===== src/rtl/flappy_pkg.sv =====
// Shared types and constants for the flappy game control path.
//   state_e   : game FSM state encoding (IDLE=0, PLAY=1, DEAD=2)
//   COORD_W   : width of every screen coordinate
//   SCORE_MAX : saturating BCD score ceiling
//   bcd_inc   : two-digit BCD increment that saturates at SCORE_MAX
package flappy_pkg;

    localparam int unsigned COORD_W   = 12;
    localparam int unsigned SCORE_W   = 8;
    localparam logic [7:0]  SCORE_MAX = 8'h99;

    typedef enum logic [1:0] {
        IDLE = 2'd0,
        PLAY = 2'd1,
        DEAD = 2'd2
    } state_e;

    // Units roll 9 -> 0 with a carry into tens; 99 stays at 99.
    function automatic logic [7:0] bcd_inc(input logic [7:0] s);
        logic [7:0] r;
        if (s == SCORE_MAX) begin
            r = s;
        end else if (s[3:0] == 4'd9) begin
            r = {s[7:4] + 4'd1, 4'd0};
        end else begin
            r = {s[7:4], s[3:0] + 4'd1};
        end
        return r;
    endfunction

endpackage


===== src/rtl/flap_ctrl_btn_debounce.sv =====
// Button conditioner: 2-FF synchroniser, stability counter, rising-edge pulse.
//   i_clk, i_rst : clock, synchronous active-high reset
//   i_btn        : raw asynchronous button
//   o_stable     : debounced button level
//   o_press      : one-cycle pulse, registered one cycle after o_stable rises
module btn_debounce #(
    parameter int unsigned DB_CYCLES = 500000
) (
    input  logic i_clk,
    input  logic i_rst,
    input  logic i_btn,
    output logic o_stable,
    output logic o_press
);

    localparam int unsigned CNT_W = (DB_CYCLES > 1) ? $clog2(DB_CYCLES) : 1;

    logic             sync_q1;
    logic             sync_q2;
    logic             stable_d;
    logic [CNT_W-1:0] cnt;

    // Level only moves after DB_CYCLES consecutive cycles of disagreement.
    always_ff @(posedge i_clk) begin
        if (i_rst) begin
            sync_q1  <= 1'b0;
            sync_q2  <= 1'b0;
            o_stable <= 1'b0;
            stable_d <= 1'b0;
            o_press  <= 1'b0;
            cnt      <= '0;
        end else begin
            sync_q1  <= i_btn;
            sync_q2  <= sync_q1;
            stable_d <= o_stable;
            o_press  <= o_stable & ~stable_d;
            if (sync_q2 != o_stable) begin
                if (cnt == CNT_W'(DB_CYCLES - 1)) begin
                    o_stable <= sync_q2;
                    cnt      <= '0;
                end else begin
                    cnt <= cnt + CNT_W'(1);
                end
            end else begin
                cnt <= '0;
            end
        end
    end

endmodule


===== src/rtl/flap_ctrl.sv =====
// Game control: debounced flap pulses, IDLE/PLAY/DEAD FSM, pipe collision
// detection and a saturating 2-digit BCD score.
//   i_clk, i_rst          : clock, synchronous active-high reset
//   i_ani_stb             : one-cycle frame strobe
//   i_btn                 : raw player button
//   i_bird_x1..i_bird_y2  : bird bounding box
//   i_out_of_bounds       : bird left the playfield
//   i_pipe_x1, i_pipe_x2  : pipe left/right edges
//   i_gap_y1, i_gap_y2    : open gap top/bottom edges
//   o_flap                : one-cycle flap pulse to the bird block
//   o_bird_rst            : holds the bird at its start position (IDLE)
//   o_animate             : bird physics enable (PLAY)
//   o_score               : BCD score, [7:4] tens, [3:0] units
//   o_state               : current FSM state
module flap_ctrl
    import flappy_pkg::*;
#(
    parameter int unsigned DB_CYCLES   = 500000,
    parameter int unsigned DEAD_FRAMES = 60
) (
    input  logic               i_clk,
    input  logic               i_rst,
    input  logic               i_ani_stb,
    input  logic               i_btn,
    input  logic [COORD_W-1:0] i_bird_x1,
    input  logic [COORD_W-1:0] i_bird_x2,
    input  logic [COORD_W-1:0] i_bird_y1,
    input  logic [COORD_W-1:0] i_bird_y2,
    input  logic               i_out_of_bounds,
    input  logic [COORD_W-1:0] i_pipe_x1,
    input  logic [COORD_W-1:0] i_pipe_x2,
    input  logic [COORD_W-1:0] i_gap_y1,
    input  logic [COORD_W-1:0] i_gap_y2,
    output logic               o_flap,
    output logic               o_bird_rst,
    output logic               o_animate,
    output logic [7:0]         o_score,
    output logic [1:0]         o_state
);

    localparam int unsigned DC_W = $clog2(DEAD_FRAMES + 1);

    state_e            state_q, state_d;
    logic [DC_W-1:0]   dead_q, dead_d;
    logic [7:0]        score_d;
    logic              flap_d, bird_rst_d, animate_d;
    logic              prev_passed;
    logic              btn_stable, btn_pulse, press;
    logic              overlap_c, breach_c, hit_c, passed_c, score_evt_c;

    btn_debounce #(
        .DB_CYCLES (DB_CYCLES)
    ) u_debounce (
        .i_clk    (i_clk),
        .i_rst    (i_rst),
        .i_btn    (i_btn),
        .o_stable (btn_stable),
        .o_press  (btn_pulse)
    );

    // A press only counts while the debounced level is still held.
    assign press = btn_pulse & btn_stable;

    // Collision: box overlaps the pipe column and pokes outside the gap.
    assign overlap_c   = (i_bird_x2 >= i_pipe_x1) && (i_bird_x1 <= i_pipe_x2);
    assign breach_c    = (i_bird_y1 < i_gap_y1) || (i_bird_y2 > i_gap_y2);
    assign hit_c       = i_out_of_bounds | (overlap_c & breach_c);
    assign passed_c    = i_pipe_x2 < i_bird_x1;
    assign score_evt_c = passed_c & ~prev_passed;

    assign o_state = state_q;

    // Next-state and next-output logic.
    always_comb begin
        state_d = state_q;
        dead_d  = dead_q;
        score_d = o_score;
        flap_d  = 1'b0;
        case (state_q)
            IDLE: begin
                if (press) begin
                    state_d = PLAY;
                    score_d = '0;
                    flap_d  = 1'b1;
                end
            end
            PLAY: begin
                if (hit_c) begin
                    state_d = DEAD;
                    dead_d  = '0;
                end else begin
                    flap_d = press;
                    if (score_evt_c) begin
                        score_d = bcd_inc(o_score);
                    end
                end
            end
            DEAD: begin
                // Exit decision uses the count from before this cycle's strobe.
                if (i_ani_stb && (dead_q != DC_W'(DEAD_FRAMES))) begin
                    dead_d = dead_q + DC_W'(1);
                end
                if (press && (dead_q == DC_W'(DEAD_FRAMES))) begin
                    state_d = IDLE;
                end
            end
            default: state_d = IDLE;
        endcase
        bird_rst_d = (state_d == IDLE);
        animate_d  = (state_d == PLAY);
    end

    // State and output registers.
    always_ff @(posedge i_clk) begin
        if (i_rst) begin
            state_q     <= IDLE;
            dead_q      <= '0;
            o_score     <= 8'h00;
            o_flap      <= 1'b0;
            o_bird_rst  <= 1'b1;
            o_animate   <= 1'b0;
            prev_passed <= 1'b0;
        end else begin
            state_q     <= state_d;
            dead_q      <= dead_d;
            o_score     <= score_d;
            o_flap      <= flap_d;
            o_bird_rst  <= bird_rst_d;
            o_animate   <= animate_d;
            prev_passed <= passed_c;
        end
    end

endmodule


===== config.mk =====
export PLATFORM = sky130hd
export DESIGN_NAME = flap_ctrl
export DESIGN_NICKNAME = d
export VERILOG_FILES = /design/src/rtl/flappy_pkg.sv /design/src/rtl/flap_ctrl_btn_debounce.sv /design/src/rtl/flap_ctrl.sv
export SDC_FILE = /design/constraint.sdc
export NUM_CORES = 1
export LEC_CHECK = 0
export BUFFER_PORTS_ARGS = -buffer_cell sky130_fd_sc_hd__buf_2
export CORE_ASPECT_RATIO = 0.6
export CORE_MARGIN = 4
export CORE_UTILIZATION = 46
export CTS_CLUSTER_SIZE = 40
export DETAILED_ROUTE_END_ITERATION = 12
export GPL_TIMING_DRIVEN = 1
export PLACE_DENSITY = 0.79
export SKIP_CTS_REPAIR_TIMING = 1
export SYNTH_ARGS = -nofsm -noshare
export SYNTH_HDL_FRONTEND = slang
export SYNTH_HIERARCHICAL = 1
export SYNTH_SLANG_ARGS = --single-unit
export TNS_END_PERCENT = 20

===== constraint.sdc =====
create_clock -name i_clk -period 2.55 [get_ports i_clk]
set_input_delay 0.255 -clock i_clk [delete_from_list [all_inputs] [get_ports i_clk]]
set_output_delay 0.255 -clock i_clk [all_outputs]
set_load 0.03 [all_outputs]

==> metrics.txt <==
hold path startpoint i_btn; final total power 1.64 mW; Required @ worst endpoint 2770 ps; M1 wire length 3.59 mm; #FFs+latches synth between 40 and 50; largest family of logic cells by synthesized area simple AND/OR/NAND/NOR gates; Critical Path Source Type input port; commonest non-fill, non-tap cell in the layout buf_2; worst setup margin -51.8 ps; crit path launch i_bird_x1[5]; initial antenna violation count 0; die height roughly 73 µm; Max Used Layer met4; Clk pwr share just under 40%; CP max FO 8; DR WL met3 486 µm; CP top delay family compound AO/OA/AOI/OAI gates; IO Pins 114; mux cell area share after synthesis less than 1%; final period utilization 102%; clk buf depth 2; Synth Area in Adders about a fifth; grt ovf 0; normalized max-slew margin 59.6%; top_reg_cell synth dfxtp_1; CP Capture Type flop; post-synth net total 552; CTS Root Cell clkbuf_16; fin crit period 2600 ps; launch point of the worst reg-to-reg path o_score[1]; Core ar. 0.00676 mm²; Post-synth EDFFs 0; Final Core Density 62.9%; Worst-Margin Slew between 600 and 700 ps; Mapped Cells 397; most frequent cells in the layout 112 x buf_2, 55 x inv_1, 49 x ha_1; Hold Crit Class input port to flop; top post-synthesis cells by area dfxtp_1 27%, ha_1 21%, inv_1 6.7%; vias in the first global route 3234; count of cell types in the netlist 52; Hold Path Cell Cnt 2; pin count of the biggest net entering global routing 26; Async SR Flop Fraction 0%; P&R area growth vs syn 31.5%; Post-Syn Area per Cell 8.15 µm²; IO buf count 113; layout cell share with drive strength beyond 1 32.2%; initial core utilization between 40 and 50%; clock latency on the worst-skew pair between 200 and 300 ps; post-route ant nets 0; Final Slew Violations 0; # setup viols final 2; Final Hold Vio Count 0; filler instances 577; max-cap check violation count 0; Max stage delay cell, worst path or4b_4; die area 0.00848 mm²; post-synth top area share 27.2%; GP Congestion 0.883; post-synthesis sequential area ratio ~27%; post-DR wirelength/cell between 10 and 15 µm; sw frac between 20 and 30%; DRC viols 0; htree depth 2; clk slew on worst S/H paths approximately 60 ps; Worst EP arrival 2820 ps; Combinational Power Share 19.1%; Layout Nets 682; Clock Skews 3.96 ps; Worst Path Buf+Inv 2; worst r2r path cells 8; peak supply drop 0.342 mV; PwrDens 384 mW/mm²; row count 23; synthesized-area fraction occupied by and/or/nand/nor cells 24.4%; Max Clk Rate 384 MHz; Routed WL 8.27 mm; critical path cell sequence buf_2, inv_2, ha_4, a21oi_4, o21ai_2, a221oi_2, o21ai_1, or4_4, o31a_4, or4b_4, a21oi_2; CP Class input port to flop; met2 WL 4.11 mm; Die W 116 µm; Pre-antenna DRT Iters 4; XOR/XNOR Fraction of Synth Area 4.87%; CP peak stage delay 530 ps; worst hold slack about 250 ps; drt initial violations between 200 and 250; Synth area leader dfxtp_1; Sink Count 44; Pleak 2.04 nW; number of diodes 0; Synth warnings 6; Psw slightly above 400 µW; FF-to-FF setup slack 80 ps; vias per cell 5.26; RSZ-0062 raised after global routing yes; P_int 1.22 mW; CTS tree done; failing checks negative setup slack; status complete, but fails checks; DR vias 3237; complex-gate fraction of the synthesized area 14.5%; first-pass GRT wire length 13.7 mm; TritonCTS buffer count 5; gr usage total 19.6%; FF-to-FF End o_score[2]; post-detailed-placement half-perimeter wirelength between 6 and 7 mm; cell area after synthesis between 0.003 and 0.004 mm²; sequential share of power between 40% and 50%; Min-Delay Endpoint u_debounce/sync_q1; setup TNS -52.1 ps
## area by class of cell
class | instances | area (µm²) | share of cell area (%)
clock buffer | 5 | 125 | 2.94
clock inverter | 3 | 18.8 | 0.441
inverter | 58 | 220 | 5.18
multi-input combinational | 288 | 2200 | 51.7
sequential | 44 | 881 | 20.7
tap | 87 | 109 | 2.56
timing repair buffer | 130 | 699 | 16.4
## per-stage QoR
| stage | cells | setup WS, ps | area [µm²] |
|---|---|---|---|
| final | 615 | -51.8 | 4250 |
| after global routing | 615 | -119 | 4250 |
| after CTS | 614 | -51.9 | 4190 |
| after detailed placement | 606 | -326 | 4050 |
| after global placement | 606 | -273 | 4050 |
| after floorplan | 397 | -50.4 | 3290 |
## power groups by stage
stage / combinational (mW) / clock [mW] / sequential, mW
global placement: 0.281 / 0 / 0.708
finish: 0.312 / 0.631 / 0.692
floorplan: 0.155 / 0 / 0.707
CTS: 0.297 / 0.645 / 0.692
global route: 0.359 / 0.678 / 0.692
detailed placement: 0.294 / 0 / 0.707
## Yosys cell counts, types with 2 or more instances
master	count
o21ai_1	2
nor3_1	9
or2_2	2
nand3_1	11
clkbuf_1	6
xor2_1	5
nor2_1	35
nand4_1	16
ha_1	54
o31ai_1	4
nand4b_1	3
or4_4	2
or4_1	3
o41ai_1	2
nor4_1	7
inv_1	58
nand2_1	22
nor4b_1	2
a21oi_2	2
nand2b_1	9
o21ai_0	11
or3_1	4
a22o_1	2
and3_1	2
dfxtp_1	44
nor2b_1	8
xnor2_1	13
a211oi_1	2
or3_2	2
a21o_1	7
a21oi_1	27
## worst max path at each step
stage | to | slack (ps) | cells past startpoint
2_1_floorplan | o_score[2] | -50 | 9
3_5_place_dp | o_score[1] | -330 | 12
4_1_cts | o_score[2] | -50 | 12
3_3_place_gp | o_score[2] | -270 | 12
6_report | o_score[2] | -50 | 11
5_1_grt | o_score[2] | -120 | 11
## flip-flops by register name, indices dropped and copies added (netlist names)
register             flops
u_debounce/cnt          19
u_debounce/sync_q1       1
prev_passed              1
u_debounce/sync_q2       1
o_animate                1
o_state                  2
o_score                  8
o_bird_rst               1
u_debounce/o_stable      1
o_flap                   1
u_debounce/stable_d      1
u_debounce/o_press       1
dead_q                   6
## kinds of logic after synthesis
| logic type | after synthesis |
|---|---|
| and+or+nand+nor | 145 |
| DFF | 44 |
| buffers and inverters | 65 |
| adders and majority gates | 54 |
| xor gates and xnor gates | 18 |
| muxes | 1 |
| AOI/OAI and AO/OA | 70 |
## layer usage
layer	global-route usage, %	vias to the layer above
li1	-	1651
met1	24.0	1490
met2	35.4	88
met3	4.39	8
met4	4.50	0
met5	0	-
Note: power is estimated with default switching activity, not from simulation.
